**config.mk**
```make
export PLATFORM = sky130hd
export DESIGN_NAME = pipe_gen
export DESIGN_NICKNAME = d
export VERILOG_FILES = /design/src/rtl/pipe_gen.sv
export SDC_FILE = /design/constraint.sdc
export NUM_CORES = 1
export LEC_CHECK = 0
export CORE_ASPECT_RATIO = 0.8
export CORE_MARGIN = 2
export CORE_UTILIZATION = 40
export CTS_CLUSTER_SIZE = 30
export DETAILED_ROUTE_END_ITERATION = 7
export PLACE_DENSITY = 0.58
export SYNTH_ARGS = -nofsm -noshare
export SYNTH_HDL_FRONTEND = slang
export SYNTH_SLANG_ARGS = --single-unit
```
**constraint.sdc**
```tcl
create_clock -name clk -period 7.9 [get_ports clk]
set_input_delay 1.185 -clock clk [delete_from_list [all_inputs] [get_ports clk]]
set_output_delay 1.185 -clock clk [all_outputs]
set_load 0.01 [all_outputs]
```
**src/rtl/pipe_gen.sv**
```systemverilog
// pipe_gen: paced pipe-column producer driving the allPipes write side.
// Define PIPE_GEN_SPEEDUP_EN to shorten the scroll period every 8 pipes.
module pipe_gen #(
    parameter int GAP        = 4,
    parameter int SPACING    = 3,
    parameter int SCROLL_DIV = 8
) (
    input  logic        clk,
    input  logic        reset_n,
    input  logic        start,
    input  logic        gameover,
    output logic        clkP,
    output logic [15:0] newPipe,
    output logic [7:0]  pipe_count,
    output logic        running
);

    localparam int DW = $clog2(SCROLL_DIV + 1);
    localparam logic [DW-1:0] DIV_FULL = DW'(SCROLL_DIV);
    localparam logic [4:0] GAP_MAX = 5'(16 - GAP);
    localparam logic [3:0] GAP_WRAP = 4'(17 - GAP);
    localparam logic [2:0] COL_LAST = 3'(SPACING);
    localparam logic [7:0] LFSR_SEED = 8'hA5;

    typedef enum logic [1:0] {
        IDLE,
        RUN,
        HALT
    } state_t;

    state_t state, stateNext;

    logic [DW-1:0] divCnt, divCntNext;
    logic [DW-1:0] period;
    logic [2:0]    colIdx, colIdxNext;
    logic [7:0]    lfsr, lfsrNext;
    logic [7:0]    countNext;
    logic [15:0]   newPipeNext;
    logic [15:0]   pipeCol;
    logic [3:0]    gapPos;
    logic          clkPNext;
    logic          tick;
    logic          fb;

`ifdef PIPE_GEN_SPEEDUP_EN
    localparam logic [DW-1:0] DIV_MIN = DW'(SCROLL_DIV / 2);
    logic [DW-1:0] periodNext;

    always_ff @(posedge clk or negedge reset_n) begin
        if (!reset_n) begin
            period <= DIV_FULL;
        end else begin
            period <= periodNext;
        end
    end
`else
    assign period = DIV_FULL;
`endif

    // Out-of-range gap offsets fold back to the top of the column.
    always_comb begin
        if ({1'b0, lfsr[3:0]} <= GAP_MAX) begin
            gapPos = lfsr[3:0];
        end else begin
            gapPos = lfsr[3:0] - GAP_WRAP;
        end
        for (int i = 0; i < 16; i++) begin
            pipeCol[i] = !((i >= int'(gapPos)) &&
                           (i < int'(gapPos) + GAP));
        end
    end

    assign fb = lfsr[7] ^ lfsr[5] ^ lfsr[4] ^ lfsr[3];
    assign running = (state == RUN);
    assign tick = (state == RUN) && !gameover &&
                  (divCnt == period - DW'(1));

    always_comb begin
        stateNext   = state;
        divCntNext  = divCnt;
        colIdxNext  = colIdx;
        lfsrNext    = lfsr;
        countNext   = pipe_count;
        newPipeNext = newPipe;
        clkPNext    = 1'b0;
`ifdef PIPE_GEN_SPEEDUP_EN
        periodNext  = period;
`endif
        unique case (state)
            IDLE: begin
                if (start && !gameover) begin
                    stateNext  = RUN;
                    divCntNext = '0;
                end
            end
            RUN: begin
                if (gameover) begin
                    stateNext = HALT;
                end else if (tick) begin
                    divCntNext = '0;
                    clkPNext   = 1'b1;
                    if (colIdx == 3'd0) begin
                        newPipeNext = pipeCol;
                        lfsrNext    = {lfsr[6:0], fb};
                        countNext   = pipe_count + 8'd1;
`ifdef PIPE_GEN_SPEEDUP_EN
                        if ((countNext[2:0] == 3'd0) &&
                            (period > DIV_MIN)) begin
                            periodNext = period - DW'(1);
                        end
`endif
                    end else begin
                        newPipeNext = 16'h0000;
                    end
                    if (colIdx == COL_LAST) begin
                        colIdxNext = 3'd0;
                    end else begin
                        colIdxNext = colIdx + 3'd1;
                    end
                end else begin
                    divCntNext = divCnt + DW'(1);
                end
            end
            HALT: begin
                stateNext = HALT;
            end
            default: begin
                stateNext = IDLE;
            end
        endcase
    end

    always_ff @(posedge clk or negedge reset_n) begin
        if (!reset_n) begin
            state      <= IDLE;
            divCnt     <= '0;
            colIdx     <= 3'd0;
            lfsr       <= LFSR_SEED;
            clkP       <= 1'b0;
            newPipe    <= 16'h0000;
            pipe_count <= 8'd0;
        end else begin
            state      <= stateNext;
            divCnt     <= divCntNext;
            colIdx     <= colIdxNext;
            lfsr       <= lfsrNext;
            clkP       <= clkPNext;
            newPipe    <= newPipeNext;
            pipe_count <= countNext;
        end
    end

endmodule
```
* After elaboration in Yosys (flattened, before gate mapping)
Cells that the tools add are included.
** Operators by class
- Add/sub/neg operators :: 5
- Magnitude comparators :: 32
- Eq/ne operators :: 7
- Muxes and demuxes :: 13
- Bitwise logic cells :: 4
- Reduce and logical (&&, ||, !) cells :: 42
** Operators by type and width (count)
- < comparator 5 x 32 -> 1 bit (first input constant) :: 7
- < comparator 4 x 32 -> 1 bit (first input constant) :: 4
- < comparator 3 x 32 -> 1 bit (first input constant) :: 2
- < comparator 1 x 32 -> 1 bit (first input constant) :: 1
- < comparator 2 x 32 -> 1 bit (first input constant) :: 1
- greater-or-equal comparator 4 bit (first input constant) :: 7
- logical AND 1 bit :: 18
- logical NOT 1 bit :: 17
- greater-or-equal comparator 3 x 4 -> 1 bit (first input constant) :: 4
- two-way mux 16 bit :: 1
- two-way mux 4 bit :: 4
- adder 8 x 1 -> 8 bit (second input constant) :: 1
- greater-or-equal comparator 1 x 4 -> 1 bit (first input constant) :: 2
- greater-or-equal comparator 2 x 4 -> 1 bit (first input constant) :: 2
- case mux 4 bit (2 select lines) :: 1
- != test 2 bit (second input constant) :: 3
- case mux 2 bit (3 select lines) :: 1
- AND reduction 3 bit :: 2
- adder 4 x 3 -> 5 bit (second input constant) :: 1
- < comparator 4 x 5 -> 1 bit (first input constant) :: 1
- adder 4 x 1 -> 4 bit (second input constant) :: 1
- equality test 4 x 3 -> 1 bit (second input constant) :: 1
- <= comparator 4 bit (second input constant) :: 1
- two-way mux 2 bit :: 2
- 14 further kinds :: 18
** Word-level totals
- Bits in registers :: 42
- Input bits :: 4

* Depth between registers and ports, before layout
- Depth in word-level cells :: 7
- Gate-level depth with buffers :: 12

* Least setup slack after synthesis
Ideal clock, no wire load.
- Path kind :: register to register
- Start point :: register lfsr[0]
- End point :: register newPipe[0]
- Setup time :: 64 ps
- Arrival :: 2446 ps
- Setup slack :: 5390 ps
- Stages on the path, launching flop included :: 11
- Period minus slack after synthesis :: 2510 ps
- Cells stage by stage :: dfstp_2 > buf_2 > inv_1 > ha_1 > nand2b_1 > o21ai_1 > inv_1 > ha_1 > nand2b_1 > a311oi_1 > a21o_1
** On the way
- Word-level cells in the longest chain between the ends :: 7
** RTL lines
- start, declared :: line 36 : logic [7:0] lfsr, lfsrNext;
- start signal, assigned :: line 146 : lfsr <= lfsrNext;
- subtractor 4 bit / <= comparator 4 bit (equally long branches) :: line 65, 62
- two-way mux 4 bit (*) :: line 62 : if ({1'b0, lfsr[3:0]} <= GAP_MAX) begin
- adder 4 x 3 -> 5 bit :: line 69 : (i < int'(gapPos) + GAP));
- < comparator 1 x 32 -> 1 bit :: line 69
- logical AND 1 bit (*) :: line 68 : pipeCol[i] = !((i >= int'(gapPos)) &&
- logical NOT 1 bit (*) :: line 68
- two-way mux 16 bit (*) :: line 102 : if (colIdx == 3'd0) begin
- end signal, assigned :: line 148 : newPipe <= newPipeNext;
- end, declared :: line 13 : output logic [15:0] newPipe,
Mark *: on every way between the ends. The rest lies on a longest branch, timed or not.
A chain may end at the register's enable or synchronous reset.

* Final worst setup path
- Start point :: input gameover
- End point :: register pipe_count[4]
** On the way
- Word-level cells in the longest chain between the ends :: 4
** RTL lines
- start, declared :: line 11 : input logic gameover,
- logical NOT 1 bit :: line 75 : assign tick = (state == RUN) && !gameover &&
- logical AND 1 bit (2 in a row) :: line 75
- AND reduction 4 bit (no line) (*)
- end signal, assigned :: line 149 : pipe_count <= countNext;
- end, declared :: line 14 : output logic [7:0] pipe_count,
Marks and branches as above.

==> results.sh <==
export IMPL_synth_cells=235
export IMPL_num_fill_cells=521
export IMPL_cts_resized=0
export IMPL_vias=1722
export IMPL_placedCellCount=333
export IMPL_drtPass1Iterations=5
export IMPL_p_per_area_mw_per_mm2=157
export IMPL_coreArea_mm2=0.00556
export IMPL_hpwlAfterDp_mm=3.25
export IMPL_synth_top_area_cell="dfrtp_1"
export IMPL_hold_class="flip-flop to flip-flop"
export IMPL_rsz0062_at_grt="false"
export IMPL_path_delay_family="simple AND/OR/NAND/NOR gates"
export IMPL_synthToLayoutAreaGrowth_pct=17.5
export IMPL_clock_latency_ps=290
export IMPL_syn_avg_cell_area_um2=9.98
export IMPL_leakagePower_nw=1.29
export IMPL_grt_pass1_vias=1651
export IMPL_ir_drop_uv=94.5
export IMPL_clkTransAtPathRegs_ps=80
export IMPL_antenna_cells=0
export IMPL_setup_viol=0
export IMPL_tritoncts="done"
export IMPL_grt_max_degree=43
export IMPL_start_util=0.422
export IMPL_grt_usage=0.161
export IMPL_vias_per_cell=5.05
export IMPL_required_ps=8080
export IMPL_design_area_mm2=0.00276
export IMPL_drt_wl_total_mm=4.66
export IMPL_ys_seq_elements=42
export IMPL_synthesis_nets=255
export IMPL_critical_path_cell_chain="clkdlybuf4s50_1, and2b_2, nand3_2, nor2_1, nand4_1, xnor2_1"
export IMPL_critical_path_class="input pin to flip-flop"
export IMPL_synth_flop_cell="dfrtp_1"
export IMPL_finalClockSkew_ps=6.35
export IMPL_clk_path_buf_depth=2
export IMPL_slowest_stage="nor2_1"
export IMPL_max_slew_margin=0.376
export IMPL_finalMaxSlewViolations=0
export IMPL_cts_root_buf="clkbuf_8"
export IMPL_seq_area_frac_synth=0.450
export IMPL_portBuffers=29
export IMPL_crit_fanout=29
export IMPL_postCtsSetupRepairBufs=0
export IMPL_pin_count=30
export IMPL_wire_per_inst_um=13.7
export IMPL_final_util=0.496
export IMPL_synth_cell_types=47
export IMPL_dieArea_mm2=0.00650
export IMPL_synth_edf_count=0
export IMPL_synth_common_cells="nand2_1 (43), dfrtp_1 (38), ha_1 (16)"
export IMPL_timing_setup_tns_ps=0
export IMPL_die_h_um=72.5
export IMPL_die_width_um=89.6
export IMPL_crit_path_end_kind="flip-flop"
export IMPL_numCtsBuffers=5
export IMPL_critPathBufInv=1
export IMPL_final_hold_violation_count=0
export IMPL_antenna_left=0
export IMPL_status="finished, final reports clean"
export IMPL_clock_sinks=42
export IMPL_drc=0
export IMPL_netlist_area_mm2=0.00235
export IMPL_initialDrtViolationCount=98
export IMPL_grt_pass1_wl_mm=8.14
export IMPL_startpoint_type="input pin"
export IMPL_cts_hold_buf=0
export IMPL_tightest_slew_ps=936
export IMPL_final_cells=341
export IMPL_num_rows=24
export IMPL_antenna_found_initial=0
export IMPL_crit_path_max_incr_delay_ps=840
export IMPL_fin_crit_sh=0.437
export IMPL_yosysWarnings=0
export IMPL_gp_congestion=0.754
export IMPL_max_freq_ghz=0.289
export IMPL_place_area_mm2=0.00267
export IMPL_nNetsFinal=282
export IMPL_overflow=0
export IMPL_yosysMostFrequentCell="nand2_1"
export IMPL_synthTopCellsByArea="dfrtp_1 (41%), ha_1 (8.5%), nand2_1 (6.9%)"
export IMPL_cap_violations=0
export IMPL_drive_above_1_share=0.0913
export IMPL_async_flop_share=1.00
export IMPL_synth_top_cell_area_share=0.405
export IMPL_cts_htree_levels=2
export IMPL_period_minus_slack_ps=3450
export IMPL_cp_data_arrival_time_ps=3630
## layout make-up
class	instances	area (um^2)	area share
Clock inverter	3	21.3	0.00771
Tap cell	78	97.6	0.0354
Timing Repair Buffer	29	285	0.103
Clock buffer	5	68.8	0.0250
Multi-Input combinational cell	174	1190	0.432
Sequential cell	42	1060	0.383
Inverter	10	37.5	0.0136
## sequential cells by signal, indices dropped and copies added, names as in the netlist
name / flops
newPipe: 16
lfsr: 8
pipe_count: 8
divCnt: 4
colIdx: 3
state: 2
clkP: 1
## power breakdown
group / internal, mW / leakage, nW / switching [mW]
sequential: 0.225 / 0.562 / 0.00663
clock: 0.0621 / 0.0441 / 0.0770
combinational: 0.0244 / 0.680 / 0.0379
total: 0.312 / 1.29 / 0.121
## final timing paths
kind	startpoint	to	slack (ps)	cells after the start
max reg2reg	lfsr[0]$_DFFE_PN1P_	newPipe[2]$_DFFE_PN0P_	4960	9
max in group asynchronous	reset_n	colIdx[0]$_DFFE_PN0P_	6290	1
min in group asynchronous	reset_n	pipe_count[1]$_DFFE_PN0P_	1030	1
min reg2reg	pipe_count[7]$_DFFE_PN0P_	pipe_count[7]$_DFFE_PN0P_	470	1
min	pipe_count[7]$_DFFE_PN0P_	pipe_count[7]$_DFFE_PN0P_	470	1
max	gameover	pipe_count[4]$_DFFE_PN0P_	4450	6
## routing by layer
layer,global-route usage,routed length [um]
met5,0,0
met1,0.253,2450
met3,0.0341,169
met2,0.225,2010
met4,0.0348,36
## placed cells by master, fill, tap and decap left out, drive strengths merged, types with 6 or more instances in the layout
cell / instances
a21oi: 14
clkdlybuf4s50: 28
dfrtp: 38
ha: 16
inv: 10
nand2: 43
nand2b: 8
nand3: 6
nor2: 9
o21ai: 15
xnor2: 8
## logic make-up after synthesis
logic type      Yosys count  synth area share
xor+xnor                 11            0.0411
fa+ha+maj                16            0.0853
buf+inv                  19            0.0421
compound gates           57             0.174
mux                       1           0.00960
flops                    42             0.450
simple gates             89             0.198
## through the flow
stage / power [mW] / setup slack (ps) / hold WS [ps]
2_1_floorplan: 0.277 / 5390 / 440
3_3_place_gp: 0.297 / 4260 / 456
3_5_place_dp: 0.299 / 4120 / 463
4_1_cts: 0.439 / 4430 / 476
5_1_grt: 0.460 / 4250 / 489
6_report: 0.433 / 4450 / 469
Power figures use the tool's default switching activity.
